==> config.mk <==
export PLATFORM = sky130hd
export DESIGN_NAME = noc_inject_arbiter_flat
export DESIGN_NICKNAME = d
export VERILOG_FILES = /design/src/rtl/noc_inject_arbiter_if.sv /design/src/rtl/noc_inject_arbiter.sv /design/src/flat_wrapper.sv
export SDC_FILE = /design/constraint.sdc
export NUM_CORES = 1
export LEC_CHECK = 0
export CAP_MARGIN = 20
export CORE_MARGIN = 2
export CORE_UTILIZATION = 39
export CTS_CLUSTER_DIAMETER = 50
export DETAILED_ROUTE_END_ITERATION = 12
export PLACE_DENSITY = 0.88
export REMOVE_ABC_BUFFERS = 1
export SETUP_SLACK_MARGIN = 0.4
export SLEW_MARGIN = 20
export SYNTH_ARGS = -nofsm -noshare
export SYNTH_HDL_FRONTEND = slang
export SYNTH_SLANG_ARGS = --single-unit
==> constraint.sdc <==
create_clock -name clk_router -period 4.2 [get_ports clk_router]
set_input_delay 0.63 -clock clk_router [delete_from_list [all_inputs] [get_ports clk_router]]
set_output_delay 0.63 -clock clk_router [all_outputs]
set_load 0.1 [all_outputs]
==> src/rtl/noc_inject_arbiter_if.sv <==
// Injection bundle between flit sources and the router local input port.
// master = arbiter side, slave = requester/router side.
interface noc_inject_arbiter_if #(
  parameter int NUM_REQ = 4,
  parameter int VC_NUM  = 2,
  parameter int DATA_W  = 16
);
  localparam int VC_W  = (VC_NUM > 1) ? $clog2(VC_NUM) : 1;
  localparam int GNT_W = $clog2(NUM_REQ);

  typedef struct packed {
    logic [1:0]        flit_label;
    logic [VC_W-1:0]   vc_id;
    logic [DATA_W-1:0] data;
  } flit_t;

  logic [NUM_REQ-1:0]  req_valid;
  flit_t [NUM_REQ-1:0] req_flit;
  logic [NUM_REQ-1:0]  req_ready;
  flit_t               router_data_in;
  logic                router_valid_in;
  logic [VC_NUM-1:0]   router_is_on_off_out;
  logic [VC_NUM-1:0]   router_is_allocatable_out;
  logic [GNT_W-1:0]    grant_id;
  logic                grant_busy;
  logic                pkt_done;
  logic                wdog_err;

  modport master (
    input  req_valid, req_flit, router_is_on_off_out, router_is_allocatable_out,
    output req_ready, router_data_in, router_valid_in, grant_id, grant_busy,
           pkt_done, wdog_err
  );

  modport slave (
    output req_valid, req_flit, router_is_on_off_out, router_is_allocatable_out,
    input  req_ready, router_data_in, router_valid_in, grant_id, grant_busy,
           pkt_done, wdog_err
  );
endinterface

==> src/rtl/noc_inject_arbiter.sv <==
// Packet-level round-robin arbiter for one router injection port; holds a grant
// from head to tail and picks the VC at packet start. Optional stall watchdog: NOC_INJ_WDOG_EN.
module noc_inject_arbiter #(
  parameter int NUM_REQ     = 4,
  parameter int WDOG_CYCLES = 255,
  parameter int VC_NUM      = 2,
  parameter int DATA_W      = 16
) (
  input  logic                clk_router,
  input  logic                rst_router,
  noc_inject_arbiter_if.master bus
);
  localparam int VC_W  = (VC_NUM > 1) ? $clog2(VC_NUM) : 1;
  localparam int GNT_W = $clog2(NUM_REQ);

  localparam logic [1:0] HEAD     = 2'd0;
  localparam logic [1:0] TAIL     = 2'd2;
  localparam logic [1:0] HEADTAIL = 2'd3;

  typedef struct packed {
    logic [1:0]        flit_label;
    logic [VC_W-1:0]   vc_id;
    logic [DATA_W-1:0] data;
  } flit_t;

  typedef enum logic {IDLE, XFER} state_e;

  state_e             state_q;
  logic [GNT_W-1:0]   last_grant_q, grant_id_q;
  logic [VC_W-1:0]    vc_sel_q;
  logic               busy_q, done_q, vld_q;
  flit_t              data_q;

  flit_t [NUM_REQ-1:0] req_flit;
  logic [NUM_REQ-1:0]  elig;
  logic [NUM_REQ-1:0]  ready;
  logic [VC_NUM-1:0]   vc_avail;
  logic [VC_W-1:0]     vc_pick;
  logic                vc_found;
  logic [GNT_W-1:0]    rr_pick;
  logic                rr_found;
  logic                on_sel, xfer, fwd_last;
  flit_t               fwd;

  assign req_flit = bus.req_flit;
  assign vc_avail = bus.router_is_on_off_out & bus.router_is_allocatable_out;

  for (genvar g = 0; g < NUM_REQ; g++) begin : g_elig
    assign elig[g] = bus.req_valid[g] &&
                     (req_flit[g].flit_label == HEAD || req_flit[g].flit_label == HEADTAIL);
  end

  // Lowest-index VC that is both on and free for a new packet.
  always_comb begin
    vc_pick  = '0;
    vc_found = 1'b0;
    for (int v = VC_NUM - 1; v >= 0; v--) begin
      if (vc_avail[v]) begin
        vc_pick  = VC_W'(v);
        vc_found = 1'b1;
      end
    end
  end

  // Scan backwards from the farthest offset so the nearest index after last_grant wins.
  always_comb begin
    logic [GNT_W:0] idx;
    rr_pick  = '0;
    rr_found = 1'b0;
    idx      = '0;
    for (int k = NUM_REQ; k >= 1; k--) begin
      idx = {1'b0, last_grant_q} + (GNT_W+1)'(k);
      if (idx >= (GNT_W+1)'(NUM_REQ)) idx = idx - (GNT_W+1)'(NUM_REQ);
      if (elig[idx[GNT_W-1:0]]) begin
        rr_pick  = idx[GNT_W-1:0];
        rr_found = 1'b1;
      end
    end
  end

  assign on_sel = bus.router_is_on_off_out[vc_sel_q];
  assign xfer   = (state_q == XFER) && bus.req_valid[grant_id_q] && on_sel;

  always_comb begin
    ready = '0;
    if (state_q == XFER) ready[grant_id_q] = on_sel;
  end

  always_comb begin
    fwd       = req_flit[grant_id_q];
    fwd.vc_id = vc_sel_q;
  end
  assign fwd_last = (fwd.flit_label == TAIL) || (fwd.flit_label == HEADTAIL);

  always_ff @(posedge clk_router or posedge rst_router) begin
    if (rst_router) begin
      state_q           <= IDLE;
      last_grant_q      <= GNT_W'(NUM_REQ - 1);
      grant_id_q        <= '0;
      vc_sel_q          <= '0;
      busy_q            <= 1'b0;
      done_q            <= 1'b0;
      vld_q             <= 1'b0;
      data_q            <= '0;
      data_q.flit_label <= HEADTAIL;
    end else begin
      done_q <= 1'b0;
      vld_q  <= 1'b0;
      case (state_q)
        IDLE: begin
          if (rr_found && vc_found) begin
            grant_id_q <= rr_pick;
            vc_sel_q   <= vc_pick;
            busy_q     <= 1'b1;
            state_q    <= XFER;
          end
        end
        XFER: begin
          if (xfer) begin
            vld_q  <= 1'b1;
            data_q <= fwd;
            if (fwd_last) begin
              done_q       <= 1'b1;
              busy_q       <= 1'b0;
              last_grant_q <= grant_id_q;
              state_q      <= IDLE;
            end
          end
        end
        default: state_q <= IDLE;
      endcase
    end
  end

  assign bus.req_ready       = ready;
  assign bus.router_data_in  = data_q;
  assign bus.router_valid_in = vld_q;
  assign bus.grant_id        = grant_id_q;
  assign bus.grant_busy      = busy_q;
  assign bus.pkt_done        = done_q;

`ifdef NOC_INJ_WDOG_EN
  logic [15:0] wdog_cnt_q, wdog_cnt_d;
  logic        wdog_err_q;

  always_comb begin
    wdog_cnt_d = '0;
    if (state_q == XFER && !xfer)
      wdog_cnt_d = (wdog_cnt_q == 16'hFFFF) ? wdog_cnt_q : wdog_cnt_q + 16'd1;
  end

  always_ff @(posedge clk_router or posedge rst_router) begin
    if (rst_router) begin
      wdog_cnt_q <= '0;
      wdog_err_q <= 1'b0;
    end else begin
      wdog_cnt_q <= wdog_cnt_d;
      if (wdog_cnt_d >= 16'(WDOG_CYCLES)) wdog_err_q <= 1'b1;
    end
  end

  assign bus.wdog_err = wdog_err_q;
`else
  // Stays 0 for every legal threshold (1..65535).
  assign bus.wdog_err = (WDOG_CYCLES == 0);
`endif
endmodule
==> src/flat_wrapper.sv <==
// flat-port wrapper written by rule: the top's interface ports become plain ports
module noc_inject_arbiter_flat 
#(
  parameter int NUM_REQ     = 4,
  parameter int WDOG_CYCLES = 255,
  parameter int VC_NUM      = 2,
  parameter int DATA_W      = 16
)
  (clk_router, rst_router, bus_req_valid, bus_req_flit, bus_router_is_on_off_out, bus_router_is_allocatable_out, bus_req_ready, bus_router_data_in, bus_router_valid_in, bus_grant_id, bus_grant_busy, bus_pkt_done, bus_wdog_err);
  noc_inject_arbiter_if #(.NUM_REQ(NUM_REQ), .VC_NUM(VC_NUM), .DATA_W(DATA_W)) bus_i ();
  input  logic clk_router;
  input  logic rst_router;
  input wire logic [$bits(bus_i.req_valid)-1:0] bus_req_valid;
  input wire logic [$bits(bus_i.req_flit)-1:0] bus_req_flit;
  input wire logic [$bits(bus_i.router_is_on_off_out)-1:0] bus_router_is_on_off_out;
  input wire logic [$bits(bus_i.router_is_allocatable_out)-1:0] bus_router_is_allocatable_out;
  output wire logic [$bits(bus_i.req_ready)-1:0] bus_req_ready;
  output wire logic [$bits(bus_i.router_data_in)-1:0] bus_router_data_in;
  output wire logic [$bits(bus_i.router_valid_in)-1:0] bus_router_valid_in;
  output wire logic [$bits(bus_i.grant_id)-1:0] bus_grant_id;
  output wire logic [$bits(bus_i.grant_busy)-1:0] bus_grant_busy;
  output wire logic [$bits(bus_i.pkt_done)-1:0] bus_pkt_done;
  output wire logic [$bits(bus_i.wdog_err)-1:0] bus_wdog_err;
  assign bus_i.req_valid = bus_req_valid;
  assign bus_i.req_flit = bus_req_flit;
  assign bus_i.router_is_on_off_out = bus_router_is_on_off_out;
  assign bus_i.router_is_allocatable_out = bus_router_is_allocatable_out;
  assign bus_req_ready = bus_i.req_ready;
  assign bus_router_data_in = bus_i.router_data_in;
  assign bus_router_valid_in = bus_i.router_valid_in;
  assign bus_grant_id = bus_i.grant_id;
  assign bus_grant_busy = bus_i.grant_busy;
  assign bus_pkt_done = bus_i.pkt_done;
  assign bus_wdog_err = bus_i.wdog_err;
  noc_inject_arbiter #(.NUM_REQ(NUM_REQ), .WDOG_CYCLES(WDOG_CYCLES), .VC_NUM(VC_NUM), .DATA_W(DATA_W)) u_core (.clk_router(clk_router), .rst_router(rst_router), .bus(bus_i));
endmodule
==> run_summary.xml <==
<?xml version="1.0" encoding="UTF-8"?>
<metrics>
  <group name="run_status">
    <metric name="outcome" unit="">complete, no violations</metric>
  </group>
  <group name="timing">
    <metric name="slew_headroom" unit="%">32.3</metric>
    <metric name="final_setup_viols" unit="">0</metric>
    <metric name="timing.final.crit_share" unit="%">67.2</metric>
    <metric name="skew" unit="ps">1.88</metric>
    <metric name="max_freq" unit="GHz">0.354</metric>
    <metric name="post-route-worst-setup-slack" unit="ps">1380</metric>
    <metric name="rsz0062_at_grt" unit="">no</metric>
    <metric name="finalWorstPathRequiredPeriod" unit="ps">2820</metric>
    <metric name="slew_violations" unit="">0</metric>
    <metric name="max_slew.worst_pin.slew" unit="ps">1010</metric>
    <metric name="hold_viol" unit="">0</metric>
  </group>
  <group name="finish">
    <metric name="finish.cell_count_without_fillers" unit="">282</metric>
    <metric name="layout.cells.most_common" unit="">clkdlybuf4s50_1</metric>
    <metric name="fillerInstances" unit="">340</metric>
    <metric name="insertedDiodeCount" unit="">0</metric>
    <metric name="highest_count_cells_in_the_layout_ignoring_fill_and_taps" unit="">104 x clkdlybuf4s50_1, 24 x dfrtp_1, 19 x mux2_2, 19 x mux4_2, 7 x buf_4</metric>
    <metric name="areaGrowthSynthToFinish" unit="%">66.9</metric>
    <metric name="post_route_cells_drive_above_1_share" unit="%">24.8</metric>
    <metric name="finalNetCount" unit="">317</metric>
  </group>
  <group name="floorplan">
    <metric name="die_area" unit="um^2">4950</metric>
    <metric name="pin_count" unit="">115</metric>
    <metric name="initial_utilization" unit="%">40.0</metric>
    <metric name="fp.dieW" unit="um">70.3</metric>
    <metric name="floorplan.core_area" unit="um^2">4290</metric>
    <metric name="floorplan.rows" unit="">24</metric>
    <metric name="die-height" unit="um">70.3</metric>
  </group>
  <group name="critical_path">
    <metric name="worst-setup-path-type" unit="">flop to primary output</metric>
    <metric name="crit_path_max_incr_delay" unit="ps">1250</metric>
    <metric name="crit_path_top_delay_cell" unit="">clkdlybuf4s50_1</metric>
    <metric name="critPathRequiredTime" unit="ps">3570</metric>
    <metric name="crit_fanout" unit="">14</metric>
    <metric name="cp-start-kind" unit="">flop</metric>
    <metric name="cpLargestDelayFamily" unit="">buffers and inverters</metric>
    <metric name="list_of_cells_traversed_by_the_critical_path" unit="">clkdlybuf4s50_1</metric>
    <metric name="cp.buffers_inverters" unit="">1</metric>
    <metric name="worst-endpoint-arrival" unit="ps">2190</metric>
    <metric name="critical_path.endpoint_type" unit="">primary output</metric>
  </group>
  <group name="logic_synthesis">
    <metric name="synthCells" unit="">125</metric>
    <metric name="synth-seq-cells" unit="">28</metric>
    <metric name="post_synth_instance_area" unit="um^2">1720</metric>
    <metric name="yosys_most_used_dff" unit="">dfrtp_1</metric>
    <metric name="synthArstFlopShare" unit="%">100</metric>
    <metric name="postSynthAreaPerCell" unit="um^2">13.7</metric>
    <metric name="synth_enable_flop_cells" unit="">0</metric>
    <metric name="synthesis.yosys.warnings" unit="">0</metric>
    <metric name="share_of_the_yosys_chip_area_belonging_to_registers" unit="%">41.1</metric>
    <metric name="distinct_cell_type_count_of_the_synthesized_netlist" unit="">33</metric>
  </group>
  <group name="drt">
    <metric name="top_signal_layer_used" unit="">met4</metric>
    <metric name="wire_per_inst" unit="um">18.8</metric>
    <metric name="postRouteWirelength" unit="mm">5.31</metric>
    <metric name="route.vias.total" unit="">1505</metric>
    <metric name="drt-met1-wl" unit="mm">2.06</metric>
    <metric name="via_per_inst" unit="">5.34</metric>
    <metric name="drcViolationCount" unit="">0</metric>
    <metric name="wl_met2" unit="mm">2.69</metric>
    <metric name="drt_first_pass_iters" unit="">5</metric>
    <metric name="detail-route-antenna-nets" unit="">0</metric>
    <metric name="dr.first_iter.drc_count" unit="">60</metric>
    <metric name="met3_wirelength" unit="um">490</metric>
  </group>
  <group name="flow_run">
    <metric name="drv.max_cap_violation_count" unit="">0</metric>
  </group>
  <group name="clocking">
    <metric name="post_cts.repair.setup_buffers" unit="">0</metric>
    <metric name="cts.hold.buffers_added" unit="">0</metric>
    <metric name="cts_made_buffers" unit="">3</metric>
    <metric name="cts-root-to-sink-buffers" unit="">2</metric>
    <metric name="insertion_delay" unit="ps">270</metric>
    <metric name="cts_num_sinks" unit="">28</metric>
    <metric name="max_h_tree_level" unit="">1</metric>
    <metric name="cts_root_buffer" unit="">clkbuf_8</metric>
    <metric name="tritoncts" unit="">built</metric>
    <metric name="clkTransAtPathRegs" unit="ps">90</metric>
    <metric name="post_cts_resize_count" unit="">0</metric>
  </group>
  <group name="placed_design">
    <metric name="final_weighted_congestion_in_routability_driven_placement" unit="">0.808</metric>
    <metric name="detailedPlace.worstSlack" unit="ps">1270</metric>
    <metric name="place.port_buffers" unit="">109</metric>
    <metric name="post-place-cells" unit="">278</metric>
    <metric name="hpwlAfterDp" unit="mm">4.26</metric>
  </group>
  <group name="global_route">
    <metric name="largest_net_degree_at_the_start_of_global_routing" unit="">29</metric>
    <metric name="grt_antenna_before_repair" unit="">0</metric>
    <metric name="first_global_vias" unit="">1597</metric>
    <metric name="global_route_wire_length_before_repair" unit="mm">8.39</metric>
    <metric name="grt_overflow" unit="">0</metric>
    <metric name="track_usage" unit="%">21.8</metric>
  </group>
  <group name="pwr">
    <metric name="power_per_cell_area" unit="nW/um^2">880</metric>
    <metric name="vdd.ir_drop.worst" unit="uV">491</metric>
    <metric name="p_leak" unit="nW">1.13</metric>
  </group>
  <group name="hold_path">
    <metric name="worst_hold_path_type" unit="">flop to flop</metric>
  </group>
</metrics>
-- cell usage after synthesis (3+ instances only) --
cell,count,area (um^2)
a21oi_1,3,15.0
a22oi_1,3,22.5
buf_4,3,22.5
clkbuf_1,3,11.3
dfrtp_1,24,601
dfstp_2,4,105
inv_1,5,18.8
mux2_2,19,214
mux4_2,19,428
nand2_1,6,22.5
nor2_1,3,11.3
o21ai_0,3,15.0
xnor2_1,4,35.0
-- sequential cells by signal (all words and copies together), names as in the netlist --
signal                      flops
u_core.vc_sel_q                 1
u_core.state_q                  1
u_core.bus.router_valid_in      1
u_core.bus.grant_busy           1
u_core.last_grant_q             2
u_core.bus.pkt_done             1
u_core.bus.router_data_in      19
u_core.bus.grant_id             2
-- per-stage QoR --
stage | total power, W | instance area [um^2] | util, % | hold WS (ps) | TNS [ps]
after global placement | 0.00234 | 2810 | 65.4 | 487 | 0
final | 0.00252 | 2870 | 66.7 | 510 | 0
after detailed placement | 0.00238 | 2810 | 65.4 | 492 | 0
after global routing | 0.00262 | 2870 | 66.7 | 523 | 0
after CTS | 0.00254 | 2870 | 66.7 | 513 | 0
after floorplan | 0.00191 | 1650 | - | 502 | -437
-- final cells by class --
| cell class | instances | area, um^2 | share of cell area [%] |
|---|---|---|---|
| clock buffers | 4 | 55.1 | 1.92 |
| inverters | 5 | 18.8 | 0.655 |
| multi-input cells | 82 | 927 | 32.4 |
| flip-flops and latches | 28 | 706 | 24.6 |
| well taps | 52 | 65.1 | 2.27 |
| repair buffers | 111 | 1090 | 38.2 |
-- final timing paths --
check / start / endpoint / slack, ps / cells past startpoint
max: u_core.bus.grant_id[1] / bus_grant_id[1] / 1380 / 1
min: u_core.bus.router_data_in[9] / u_core.bus.router_data_in[9] / 510 / 1
max reg2reg: u_core.bus.grant_id[1] / u_core.last_grant_q[1] / 1770 / 4
min reg2reg: u_core.bus.router_data_in[9] / u_core.bus.router_data_in[9] / 510 / 1
max in group asynchronous: rst_router / u_core.bus.router_data_in[17] / 3100 / 2
min in group asynchronous: rst_router / u_core.bus.router_data_in[11] / 720 / 2
-- metal layers --
layer | vias to the layer above | GRT usage [%]
met1 | 721 | 27.4
met3 | 6 | 4.18
met5 | - | 0
met4 | 0 | 5.98
li1 | 689 | -
met2 | 89 | 38.3
-- report_power, final --
part	switching [W]	internal, W
clock network	0.0000774	0.0000838
logic	0.00125	0.000596
registers	0.0000985	0.000418
-- logic make-up (layout without fill, tap and decap cells) --
family          after synthesis  in the layout  synth area share [%]
compound gates               19             19                  7.58
xor+xnor                      4              4                  2.04
buf+inv                      15            120                  4.88
flops                        28             28                  41.1
mux                          39             39                  38.3
other cells                   1              1                 0.218
simple gates                 19             19                  5.90
Note: power is estimated with default switching activity, not from simulation.
==> RTL change 1 (config.mk and constraints unchanged) <==
`VC_NUM` is set to 2 in 3 places; all go to 4.
--- a/src/rtl/noc_inject_arbiter_if.sv
+++ b/src/rtl/noc_inject_arbiter_if.sv
@@ -2,7 +2,7 @@
 // master = arbiter side, slave = requester/router side.
 interface noc_inject_arbiter_if #(
   parameter int NUM_REQ = 4,
-  parameter int VC_NUM  = 2,
+  parameter int VC_NUM  = 4,
   parameter int DATA_W  = 16
 );
   localparam int VC_W  = (VC_NUM > 1) ? $clog2(VC_NUM) : 1;
--- a/src/rtl/noc_inject_arbiter.sv
+++ b/src/rtl/noc_inject_arbiter.sv
@@ -3,7 +3,7 @@
 module noc_inject_arbiter #(
   parameter int NUM_REQ     = 4,
   parameter int WDOG_CYCLES = 255,
-  parameter int VC_NUM      = 2,
+  parameter int VC_NUM      = 4,
   parameter int DATA_W      = 16
 ) (
   input  logic                clk_router,
--- a/src/flat_wrapper.sv
+++ b/src/flat_wrapper.sv
@@ -3,7 +3,7 @@
 #(
   parameter int NUM_REQ     = 4,
   parameter int WDOG_CYCLES = 255,
-  parameter int VC_NUM      = 2,
+  parameter int VC_NUM      = 4,
   parameter int DATA_W      = 16
 )
   (clk_router, rst_router, bus_req_valid, bus_req_flit, bus_router_is_on_off_out, bus_router_is_allocatable_out, bus_req_ready, bus_router_data_in, bus_router_valid_in, bus_grant_id, bus_grant_busy, bus_pkt_done, bus_wdog_err);
Ports: changed (resized bus_req_flit, bus_router_data_in, bus_router_is_allocatable_out and bus_router_is_on_off_out); port bits go from 115 to 124. The function was not compared with the original's and may differ.
==> RTL change 1 against the unedited design <==
Wire length decreased by 4.7%; core utilization about the same; sequential cell count increased by 2; via count increased by 4.7%; register-to-register slack improved by 0.25 ns; synthesized area increased by 13%; worst setup slack got worse by 0.039 ns; worst hold slack got worse by 0.052 ns; count of clock-buffer cells in the layout increased by 2; sequential share of layout area decreased by 0.81 points; total power increased by 13%; sequential power increased by 8.7%; final area increased by 11%; synthesized cell count increased by 3.2%; largest cell class unchanged; largest power group unchanged; highest routed layer is now met3.
==> RTL change 1: results (changes against the unedited design) <==
- Multiplexer share of the synthesized area: 40.17% (+1.9 points)
- Number of instances on the worst hold path: 2 (+1)
- Beginning of the worst hold path: u_core.bus.router_data_in[19]
- Setup Skew: 0.006797 ns (+0.004913 ns)
- Slowest cell on crit path: mux4_2
- Clock-pin transition on the worst setup and hold timing paths: 0.06 ns (-0.03 ns)
- Nets: 337 (+6.3%)
- Placed Instances: 303 (+9.0%)
- Commonest cells in the netlist: 26 x dfrtp_1, 20 x mux4_2, 18 x mux2_4, 11 x nand2_1
- Sequential element share of the synthesized area: 39.07% (-2.0 points)
- Starting DRT DRC Count: 68 (+13%)
- Number of distinct library cells after synthesis: 35 (+6.1%)
- Launching instance or port of the critical path: bus_router_is_on_off_out[3]
- Number of iterations in the first detailed-routing pass: 4 (-1)
- Detailed Place HPWL: 4031 microns (-5.4%)
- Number of cells traversed by the worst register-to-register path: 3 (-1)
- Smallest hold slack: 0.4577 ns (-0.05214 ns)
- Post-synthesis compound-gate area fraction: 5.951% (-1.6 points)
- Biggest cell delay along the critical path: 0.51 ns (-0.74 ns)
- Post-route insts no fill: 311 (+10%)
- Per-instance average area after synthesis: 15.00 sq um (+9.2%)
- Transition time of the tightest slew-check pin: 1.000 ns (-0.01207 ns)
- Worst R2R Setup Slack: 2.02 ns (+0.25 ns)
- Largest net degree at the start of global routing: 26 (-10%)
- Run status: completed
- Final routed wirelength across all metal layers: 5059 microns (-4.7%)
- Endpoint arrival time on the critical path: 2.23 ns (+0.04 ns)
- TritonCTS buffer count: 5 (+2)
- Setup slack of the critical path after layout: 1.337 ns (-0.03927 ns)
- Static Leak: 1.316 nW (+17%)
- Maximum VDD drop: 0.6282 mV (+28%)
- Max FFs per register: 20 (+1)
- Standard cell area after detailed placement: 3078 sq um (+9.5%)
- RR Endpoint: u_core.bus.router_data_in[14]
- Vias in the first global route: 1587 (-0.63%)
RTL change 1: cell types whose count changed in the layout (fill, tap and decap cells not counted), moves of 3 or more:
| cell | delta |
|---|---|
| a22oi_1 | -3 |
| mux2_4 | +17 |
| clkdlybuf4s50_1 | +5 |
| nand2_1 | +5 |
| o21ai_0 | -3 |
| mux2_2 | -14 |
RTL change 1: power breakdown:
part	internal (mW)	switching, mW
logic	0.721	1.32
registers	0.449	0.113
clock network	0.131	0.107
total	1.30	1.54
RTL change 1: layer usage:
| metal | global-route usage, % | wire length [microns] |
|---|---|---|
| met4 | 4.960 | 0 |
| met5 | 0 | 0 |
| met1 | 20.07 | 1869 |
| met2 | 32.25 | 2757 |
| met3 | 4.201 | 432 |
RTL change 1: final cells by class:
cell class	count	area (sq um)
tap	67	83.83
sequential	30	755.7
timing repair buffer	117	1159
clock inverter	2	12.51
fill	360	1582
clock buffer	6	82.58
inverter	3	11.26
multi-input combinational	86	1069
==> RTL change 2 (config.mk and constraints unchanged) <==
Without the edit above. Add a define of `NOC_INJ_WDOG_EN`.
--- a/src/rtl/noc_inject_arbiter.sv
+++ b/src/rtl/noc_inject_arbiter.sv
@@ -1,5 +1,7 @@
 // Packet-level round-robin arbiter for one router injection port; holds a grant
 // from head to tail and picks the VC at packet start. Optional stall watchdog: NOC_INJ_WDOG_EN.
+`define NOC_INJ_WDOG_EN
+
 module noc_inject_arbiter #(
   parameter int NUM_REQ     = 4,
   parameter int WDOG_CYCLES = 255,
Check against the original RTL: same outputs for any inputs over 10 cycles, from zero or initial values and one cycle with rst_router high; that may be too few to reach the edited logic, so the function may still have changed.
==> RTL change 2 against the unedited design <==
Synthesized area increased by 63%; sequential cell count rose by 17; core utilization shrank 8.0 points; clock power increased by 65%; total power rose by 14%; final area rose by 41%; global-route usage decreased by 2.9 points; die area up 59%; worst setup slack improved by 0.052 ns; wire length increased by 33%; maximum frequency is 1.9% higher; count of clock-buffer cells in the layout increased by 2; clock skew increased by 0.0077 ns; largest cell class is now multi-input gates.
==> RTL change 2: results (changes against the unedited design) <==
- Worst slack, placed: 1.495 ns (+0.2205 ns)
- Clock buf/inv share: 2.171% (+0.25 points)
- Final routed wirelength across all metal layers: 7069 microns (+33%)
- Final Core Density: 58.73% (-8.0 points)
- Standard cell area after detailed placement: 3946 sq um (+40%)
- Vias in the first global route: 2504 (+57%)
- Largest net degree at the start of global routing: 46 (+59%)
- Detailed Place HPWL: 5570 microns (+31%)
- Met2 GRT Util: 34.46% (-3.8 points)
- Buffers on Ports: 110 (+0.92%)
- Placed Instances: 446 (+60%)
- Post-CTS Hold Buffers: 0 (unchanged)
- Post-synthesis compound-gate area fraction: 8.154% (+0.57 points)
- Met3 capacity usage during global routing: 3.451% (-0.73 points)
- Adder-cell share of the synthesized area: 0.4480% (+0.45 points)
- Met2 routed wirelength: 3841 microns (+43%)
- WL per Instance: 15.57 microns (-17%)
- Commonest cells in the netlist: 41 x dfrtp_1, 26 x nand2_1, 23 x mux2_2, 20 x nor2_1, 19 x mux4_2
- Run status: completed
- Max H-tree Level: 2 (+1)
- Logic gate share of total power: 66.7% (-6.4 points)
- Number of clock sinks seen by CTS: 45 (+61%)
- Routed metal-1 wire length: 2714 microns (+32%)
- Switching power: 1.540 mW (+8.2%)
- Number of cells traversed by the worst register-to-register path: 7 (+3)
- Buffer share of cell area: 27.54% (-11 points)
- Area taken by multi-input logic gates: 1565 sq um (+69%)
- Layout filler cell count: 515 (+51%)
- Xor/xnor share of the synthesized area: 5.018% (+3.0 points)
- Routing usage on met1: 22.82% (-4.6 points)
- Peak fanout along the critical path: 26 (+12)
- Global-route wire length before repair: 11590 microns (+38%)
- Multi-input combinational gate total: 187 (+130%)
- Share of cells above drive strength 1: 18.44% (-6.3 points)
- Static Leak: 1.576 nW (+40%)
- GPL Wtd Cong: 0.8818 (+9.2%)
- TritonCTS buffer count: 5 (+2)
- Sequential element share of the synthesized area: 40.50% (-0.61 points)
- Plain + repair buffers: 113 (+1.8%)
- Transition time of the tightest slew-check pin: 1.019 ns (+0.006830 ns)
- Multiplexer share of the synthesized area: 25.31% (-13 points)
- Setup Skew: 0.009634 ns (+0.007750 ns)
- Layout clock buffers: 6 (+2)
- Global routing usage summed across all routing layers: 18.96% (-2.9 points)
- Beginning of the worst hold path: u_core.bus.router_data_in[18]
- Number of iterations in the first detailed-routing pass: 4 (-1)
- Cells taking the most area after synthesis: dfrtp_1 37%, mux4_2 15%, mux2_2 9.3%
- Biggest cell delay along the critical path: 1.20 ns (-0.05 ns)
- Nets: 444 (+40%)
- P_seq: 690 uW (+33%)
RTL change 2: changes by cell type in the layout (fill, tap and decap cells not counted), moves of 6 or more:
cell / unedited run / this run
nor2_1: 3 / 20
dfrtp_1: 24 / 41
nand3_1: 2 / 9
nand2_1: 6 / 26
xor2_1: 0 / 7
a21oi_1: 3 / 9
RTL change 2: path summary, 6_finish.rpt:
kind / end / slack (ns)
min in group asynchronous: u_core.bus.router_data_in[13] / 0.86
max reg2reg: u_core.bus.wdog_err / 1.86
max: bus_grant_id[1] / 1.43
max in group asynchronous: u_core.wdog_cnt_q[8] / 2.77
min: u_core.bus.router_data_in[18] / 0.46
min reg2reg: u_core.bus.router_data_in[18] / 0.46
RTL change 2: worst max-delay path, delay by kind of cell, from the launching register on:
| kind | cells | cell delay [ns] |
|---|---|---|
| DFF | 1 | 0.33 |
| buffers and inverters | 2 | 1.51 |
